==> src/rtl/vga_timing_generator.sv <==
// Raster timing for the pixel pipeline: pixel-clock enable, free-running h/v counters,
// zero-skew registered syncs, display_on, and line/frame start strobes.
module vga_timing_generator #(
  parameter int unsigned CLK_DIV      = 5,
  parameter int unsigned H_VISIBLE    = 640,
  parameter int unsigned H_SYNC_START = 656,
  parameter int unsigned H_SYNC_END   = 751,
  parameter int unsigned H_TOTAL      = 800,
  parameter int unsigned V_VISIBLE    = 480,
  parameter int unsigned V_SYNC_START = 490,
  parameter int unsigned V_SYNC_END   = 491,
  parameter int unsigned V_TOTAL      = 525,
  parameter bit          SYNC_ACT     = 1'b1
) (
  input  logic       clock_in,
  input  logic       reset_in,
  output logic       pix_tick_out,
  output logic [9:0] hpos_out,
  output logic [9:0] vpos_out,
  output logic       hsync_out,
  output logic       vsync_out,
  output logic       display_on_out,
  output logic       line_start_out,
  output logic       frame_start_out
);

  localparam int unsigned POS_W = 10;
  localparam int unsigned DIV_W = (CLK_DIV > 1) ? $clog2(CLK_DIV) : 1;

  localparam logic [DIV_W-1:0] DIV_LAST = DIV_W'(CLK_DIV - 1);
  localparam logic [POS_W-1:0] H_LAST   = POS_W'(H_TOTAL - 1);
  localparam logic [POS_W-1:0] V_LAST   = POS_W'(V_TOTAL - 1);
  localparam logic [POS_W-1:0] H_VIS    = POS_W'(H_VISIBLE);
  localparam logic [POS_W-1:0] V_VIS    = POS_W'(V_VISIBLE);
  localparam logic [POS_W-1:0] H_SS     = POS_W'(H_SYNC_START);
  localparam logic [POS_W-1:0] H_SE     = POS_W'(H_SYNC_END);
  localparam logic [POS_W-1:0] V_SS     = POS_W'(V_SYNC_START);
  localparam logic [POS_W-1:0] V_SE     = POS_W'(V_SYNC_END);

  logic [DIV_W-1:0] div_cnt_q, div_cnt_d;
  logic             pix_tick_q, pix_tick_d;
  logic [POS_W-1:0] hpos_q, hpos_d;
  logic [POS_W-1:0] vpos_q, vpos_d;
  logic             hsync_q, hsync_d;
  logic             vsync_q, vsync_d;
  logic             display_on_q, display_on_d;
  logic             line_start_q, line_start_d;
  logic             frame_start_q, frame_start_d;

  // Counters step on the edge that closes a tick cycle; decodes use the next position
  // so syncs, display_on and strobes line up with hpos/vpos on every cycle.
  always_comb begin
    pix_tick_d = (div_cnt_q == DIV_LAST);
    div_cnt_d  = pix_tick_d ? '0 : div_cnt_q + DIV_W'(1);
    hpos_d     = hpos_q;
    vpos_d     = vpos_q;

    if (pix_tick_q) begin
      if (hpos_q == H_LAST) begin
        hpos_d = '0;
        vpos_d = (vpos_q == V_LAST) ? '0 : vpos_q + POS_W'(1);
      end else begin
        hpos_d = hpos_q + POS_W'(1);
      end
    end

    hsync_d       = ((hpos_d >= H_SS) && (hpos_d <= H_SE)) ? SYNC_ACT : ~SYNC_ACT;
    vsync_d       = ((vpos_d >= V_SS) && (vpos_d <= V_SE)) ? SYNC_ACT : ~SYNC_ACT;
    display_on_d  = (hpos_d < H_VIS) && (vpos_d < V_VIS);
    line_start_d  = pix_tick_d && (hpos_d == '0);
    frame_start_d = line_start_d && (vpos_d == '0);
  end

  always_ff @(posedge clock_in) begin
    if (reset_in) begin
      div_cnt_q     <= '0;
      pix_tick_q    <= 1'b0;
      hpos_q        <= '0;
      vpos_q        <= '0;
      hsync_q       <= ~SYNC_ACT;
      vsync_q       <= ~SYNC_ACT;
      display_on_q  <= 1'b1;
      line_start_q  <= 1'b0;
      frame_start_q <= 1'b0;
    end else begin
      div_cnt_q     <= div_cnt_d;
      pix_tick_q    <= pix_tick_d;
      hpos_q        <= hpos_d;
      vpos_q        <= vpos_d;
      hsync_q       <= hsync_d;
      vsync_q       <= vsync_d;
      display_on_q  <= display_on_d;
      line_start_q  <= line_start_d;
      frame_start_q <= frame_start_d;
    end
  end

  assign pix_tick_out    = pix_tick_q;
  assign hpos_out        = hpos_q;
  assign vpos_out        = vpos_q;
  assign hsync_out       = hsync_q;
  assign vsync_out       = vsync_q;
  assign display_on_out  = display_on_q;
  assign line_start_out  = line_start_q;
  assign frame_start_out = frame_start_q;

endmodule

==> config.mk <==
export PLATFORM = sky130hd
export DESIGN_NAME = vga_timing_generator
export DESIGN_NICKNAME = d
export VERILOG_FILES = /design/src/rtl/vga_timing_generator.sv
export SDC_FILE = /design/constraint.sdc
export NUM_CORES = 1
export LEC_CHECK = 0
export CORE_UTILIZATION = 47
export CTS_CLUSTER_DIAMETER = 50
export DETAILED_ROUTE_END_ITERATION = 7
export GPL_TIMING_DRIVEN = 1
export PLACE_DENSITY = 0.77
export SYNTH_ARGS = -nofsm -noshare
export SYNTH_HDL_FRONTEND = slang
export SYNTH_SLANG_ARGS = --single-unit
export TNS_END_PERCENT = 100
==> constraint.sdc <==
create_clock -name clock_in -period 4.93 [get_ports clock_in]
set_input_delay 0.986 -clock clock_in [delete_from_list [all_inputs] [get_ports clock_in]]
set_output_delay 0.986 -clock clock_in [all_outputs]
set_load 0.02 [all_outputs]
==> flow_summary.yaml, run 1 <==
run_status:
  status: "finished, final reports clean"
worst_hold_path:
  whs_endpoint: "pix_tick_out$_SDFF_PP0_"
  hold_start: "div_cnt_q[2]$_SDFF_PP0_"
  hold_depth: 2
  hp-class: "flip-flop to flip-flop"
finish:
  final_common_cell: "dfxtp_1"
  multi_input_area_sq_um: 973
  fin_nets: 231
  fill_cells: 319
  drive_gt1_share_pct: 8.44
  mostFrequentLayoutCells: "29 x dfxtp_1, 27 x clkdlybuf4s50_1, 22 x nor2_1, 16 x nand2_1, 15 x nor3_1"
  register_area_sq_um: 581
  post-route-util_pct: 58.8
  area_delta_synth_final_pct: 17.7
  final_cell_area_sq_mm: 0.00199
  antennaDiodeCount: 0
setup_path:
  rr_endpoint: "display_on_out$_SDFF_PP1_"
  startpoint_type: "flip-flop"
  crit_type: "flip-flop to flip-flop"
  crit_arrival_ps: 3000
  reg2reg_from: "hpos_out[0]$_SDFF_PP0_"
  reg2reg_slack_ps: 2160
  required_ps: 5150
  cp-end-kind: "flip-flop"
  path_max_fanout: 13
  worstRegToRegCells: 7
global_route:
  grt_overflow: 0
  grt_pass1_vias: 1339
  antenna_found_initial: 0
  track_usage_pct: 21.5
  grt_pass1_wl_mm: 6.03
  grt_max_degree: 26
clock_tree:
  clk_transition_reported_paths_ps: 90
  cts_setup_buffers: 0
  clock_path_buffers: 2
  cts_resized: 0
  postCtsHoldBufs: 0
  cts_tree: "built"
  cts.sinks: 29
  cts-root-buf: "clkbuf_4"
  htree_num_levels: 2
  cts_buffers: 5
  insertion_delay_ps: 330
sta:
  hold_violations: 0
  layout_setup_ws_ps: 2160
  finalClockSkew_ps: 9.45
  tns_ps: 0
  finalMaxSlewViolations: 0
  relSlewSlack_pct: 40.2
  whs_ps: 499
  rsz0062_at_grt: "no"
  max_freq_mhz: 361
  min_period_ps: 2770
  period_share_pct: 56.2
  finalSetupViolCount: 0
  tightestPinTransition_ps: 894
routing:
  dr_wl_met3_um: 154
  top_layer_used: "met4"
  routed_wl_mm: 3.68
  wl_per_cell_um: 13.6
  drt-met1-wl_mm: 1.85
  drtIter0Drc: 104
  antenna_left: 0
  route.vias.total: 1497
  met2WireLength_mm: 1.63
  drcViolationCount: 0
  via_per_inst: 5.52
  first_pass_iters: 4
place:
  dp_hpwl_mm: 2.61
  place.gp.congestion: 0.838
  io_buffers: 27
  place_ws_ps: 1860
  placed_cell_area_sq_mm: 0.00192
synthesis:
  synth_edf_count: 0
  synth_area_per_cell_sq_um: 8.34
  synth_fa_ha_area_share_pct: 3.70
  ys_seq_elements: 29
  synth.top_cell.area_share_pct: 34.3
  synthXorXnorAreaFrac_pct: 5.69
  synthArstFlopShare_pct: 0
  yosys.area_share.simple_pct: 35.3
  ys_warn_count: 0
  syn_inst: 203
  yosysTopAreaCell: "dfxtp_1"
  yosysUniqueCellTypes: 49
  synth_top_family_by_area: "simple AND/OR/NAND/NOR gates"
  synth_area_sq_mm: 0.00169
  synth_mux_area_share_pct: 0.591
  synthFlopType: "dfxtp_1"
  netlist_top_cells_area: "dfxtp_1 34%, nor2_1 4.9%, nor3_1 4.4%"
  synth-seq-area-share_pct: 34.3
  synth_compound_area_share_pct: 12.3
  syn_nets: 210
power_and_ir_drop:
  cellPowerDensity_mw_per_mm2: 216
  p_leak_nw: 0.683
  vdd_drop_max_uv: 173
floorplan:
  core-area_sq_mm: 0.00339
  rows: 21
  die_w_um: 62.0
  die-area_sq_mm: 0.00385
  ios: 28
  start_util_pct: 49.9
  die_h_um: 62.0
flow_run:
  cap_violations: 0
-- where the power goes --
group          switching, W  internal, W  total (W)
Clock             0.0000836    0.0000826   0.000166
Combinational     0.0000119   0.00000947  0.0000214
Sequential       0.00000459     0.000238   0.000242
-- state kept, by name, indices dropped and copies added, names as in the netlist --
signal	count
hsync_out	1
hpos_out	10
display_on_out	1
div_cnt_q	3
vsync_out	1
frame_start_out	1
line_start_out	1
pix_tick_out	1
vpos_out	10
-- synthesized netlist by cell type, types with 4 or more instances --
master	instances
nor3_1	15
xor2_1	4
a21oi_1	12
clkbuf_1	8
o21ai_0	4
nand2_1	16
inv_1	9
nand3_1	9
nand4_1	7
nand2b_1	4
xnor2_1	7
dfxtp_1	29
nor2_1	22
nor4_1	5
ha_1	5
-- layout make-up --
type | instances | share of cell area, %
Sequential cell | 29 | 29.1
Inverter | 9 | 1.69
Clock buffer | 7 | 3.26
Multi-Input combinational cell | 151 | 48.8
Clock inverter | 1 | 0.251
Timing Repair Buffer | 28 | 13.9
Tap cell | 46 | 2.89
-- cells by family after synthesis --
logic type,count (synthesis)
flops,29
buf+inv,23
fa+ha+maj,5
compound gates,32
xor+xnor,11
simple gates,102
mux,1
-- critical path, cell delays in order, from the launching register on --
cell,delay [ps]
dfxtp_1,480
ha_1,270
and4_1,310
nand4_1,470
nor2_1,290
xnor2_1,130
or4_4,500
a31o_1,220
-- per-layer routing --
layer,vias up,GRT usage (%)
li1,769,-
met1,692,28.7
met2,30,33.9
met3,6,5.59
met4,0,6.98
met5,-,0
-- per-stage QoR --
step / instances / total power [W]
after floorplan: 203 / 0.000263
after global placement: 263 / 0.000268
after detailed placement: 263 / 0.000269
after CTS: 271 / 0.000435
after global routing: 271 / 0.000448
final: 271 / 0.000430
-- worst max path at each step --
stage / from / end / slack (ps) / cells past startpoint
6_report: hpos_out[0]$_SDFF_PP0_ / display_on_out$_SDFF_PP1_ / 2160 / 7
5_1_grt: hpos_out[0]$_SDFF_PP0_ / frame_start_out$_SDFF_PP0_ / 1940 / 7
4_1_cts: hpos_out[0]$_SDFF_PP0_ / display_on_out$_SDFF_PP1_ / 2150 / 7
3_5_place_dp: reset_in / frame_start_out$_SDFF_PP0_ / 1860 / 5
3_3_place_gp: reset_in / frame_start_out$_SDFF_PP0_ / 1940 / 5
2_1_floorplan: hpos_out[6]$_SDFF_PP0_ / display_on_out$_SDFF_PP1_ / 2460 / 7
No activity file was read; power rests on OpenSTA's default activity.
==> run 2, diff against run 1 <==
- PLACE_DENSITY: 0.77 -> 0.8
- clock period: 4.93 -> 2.5 ns (I/O delays scaled with it)
==> flow_summary.yaml, run 2 (synthesis results as in run 1) <==
global_route:
  grt_pass1_vias: 1415
  grt_max_degree: 25
  grt_pass1_wl_mm: 6.71
  track_usage_pct: 24.3
  antenna_found_initial: 0
  grt_overflow: 0
sta:
  finalSetupViolCount: 0
  period_share_pct: 93.5
  max_freq_mhz: 428
  relSlewSlack_pct: 70.9
  min_period_ps: 2340
  tightestPinTransition_ps: 436
  finalClockSkew_ps: 7.17
  finalMaxSlewViolations: 0
  hold_violations: 0
  layout_setup_ws_ps: 164
  whs_ps: 523
power_and_ir_drop:
  vdd_drop_max_uv: 286
  cellPowerDensity_mw_per_mm2: 385
  p_leak_nw: 0.726
place:
  place_ws_ps: 161
  place.gp.congestion: 0.858
  placed_cell_area_sq_mm: 0.00201
  dp_hpwl_mm: 2.96
  io_buffers: 27
floorplan:
  start_util_pct: 49.9
  die_w_um: 62.0
  die-area_sq_mm: 0.00385
  rows: 21
  die_h_um: 62.0
  core-area_sq_mm: 0.00339
  ios: 28
setup_path:
  crit_type: "flip-flop to flip-flop"
  path_max_fanout: 6
  required_ps: 2730
  startpoint_type: "flip-flop"
  reg2reg_slack_ps: 160
  crit_arrival_ps: 2560
  cpPeakStageDelay_ps: 560
  crit_buf_inv: 0
  cpMaxStageDelayCell: "or4_4"
  cp_top_family: "simple AND/OR/NAND/NOR gates"
  path_cells: "nor4b_4 > nand4_2 > nor4_2 > xnor2_1 > or4_4 > a31o_1"
  cp-end-kind: "flip-flop"
routing:
  drtIter0Drc: 91
  drcViolationCount: 0
  wl_per_cell_um: 14.8
  via_per_inst: 5.68
  first_pass_iters: 4
  route.vias.total: 1602
  routed_wl_mm: 4.17
  antenna_left: 0
finish:
  mostFrequentLayoutCells: "29 x dfxtp_1, 27 x clkdlybuf4s50_1, 22 x nor2_1, 16 x nand2_1, 15 x nor3_1"
  final_cell_area_sq_mm: 0.00207
  final_common_cell: "dfxtp_1"
  fill_cells: 300
  antennaDiodeCount: 0
  drive_gt1_share_pct: 13.6
  register_area_sq_um: 581
  fin_nets: 242
  area_delta_synth_final_pct: 22.4
  multi_input_area_sq_um: 988
  post-route-util_pct: 61.1
clock_tree:
  cts_tree: "built"
  htree_num_levels: 2
  cts-root-buf: "clkbuf_4"
  clock_path_buffers: 2
  cts.sinks: 29
  insertion_delay_ps: 330
  cts_buffers: 5
  clk_transition_reported_paths_ps: 100
flow_run:
  cap_violations: 0
worst_hold_path:
  hp-class: "flip-flop to flip-flop"
run_status:
  status: "finished, final reports clean"
run 2: changes by cell type in the layout (fill, tap and decap cells not counted), sizes merged:
cell | previous run | this run
clkbuf | 7 | 6
clkinv | 1 | 2
buf | 1 | 12
run 2: cell type report:
class,count,share of cell area (%)
tap,46,2.78
sequential,29,28.0
clock inverter,2,0.483
multi-input combinational,151,47.7
clock buffer,6,1.99
timing repair buffer,39,17.4
inverter,9,1.63
run 2: stage by stage:
stage,power [W],std cells,TNS [ps]
global placement,0.000531,274,0
floorplan,0.000519,203,0
global route,0.000835,282,-12.9
CTS,0.000804,282,0
finish,0.000798,282,0
detailed placement,0.000533,274,0
run 2: power breakdown:
| group | switching (W) | internal (W) | leakage (nW) |
|---|---|---|---|
| clock network | 0.000168 | 0.000107 | 0.0320 |
| logic | 0.0000256 | 0.0000201 | 0.460 |
| registers | 0.00000895 | 0.000468 | 0.234 |
| total | 0.000202 | 0.000595 | 0.726 |
run 2: worst min-delay path, cell delays in order, from the launching register on:
cell and delay, ps:
dfxtp_1 340, nand2_1 80, nor2_1 60
run 2: layer usage:
layer	part of all wire [%]	GRT usage [%]	vias to the layer above
met4	1.6	9.21	0
met2	46	36.6	45
met1	47	32.5	755
met3	5.3	7.45	11
met5	0	0	-
li1	-	-	791
run 2: worst paths after layout:
path                                         startpoint                        end  cells after the start
worst max register to register   hpos_out[7]$_SDFF_PP0_  display_on_out$_SDFF_PP1_                      6
worst max-delay path             hpos_out[7]$_SDFF_PP0_  display_on_out$_SDFF_PP1_                      6
worst min register to register  div_cnt_q[2]$_SDFF_PP0_    pix_tick_out$_SDFF_PP0_                      2
worst min-delay path            div_cnt_q[2]$_SDFF_PP0_    pix_tick_out$_SDFF_PP0_                      2
run 2: repair_timing:
| action | in CTS | in global routing |
|---|---|---|
| buffers inserted | 0 | 0 |
| setup endpoints to repair | 0 | 3 |
| hold buffers | 0 | 0 |
| gates resized for setup | 0 | 4 |
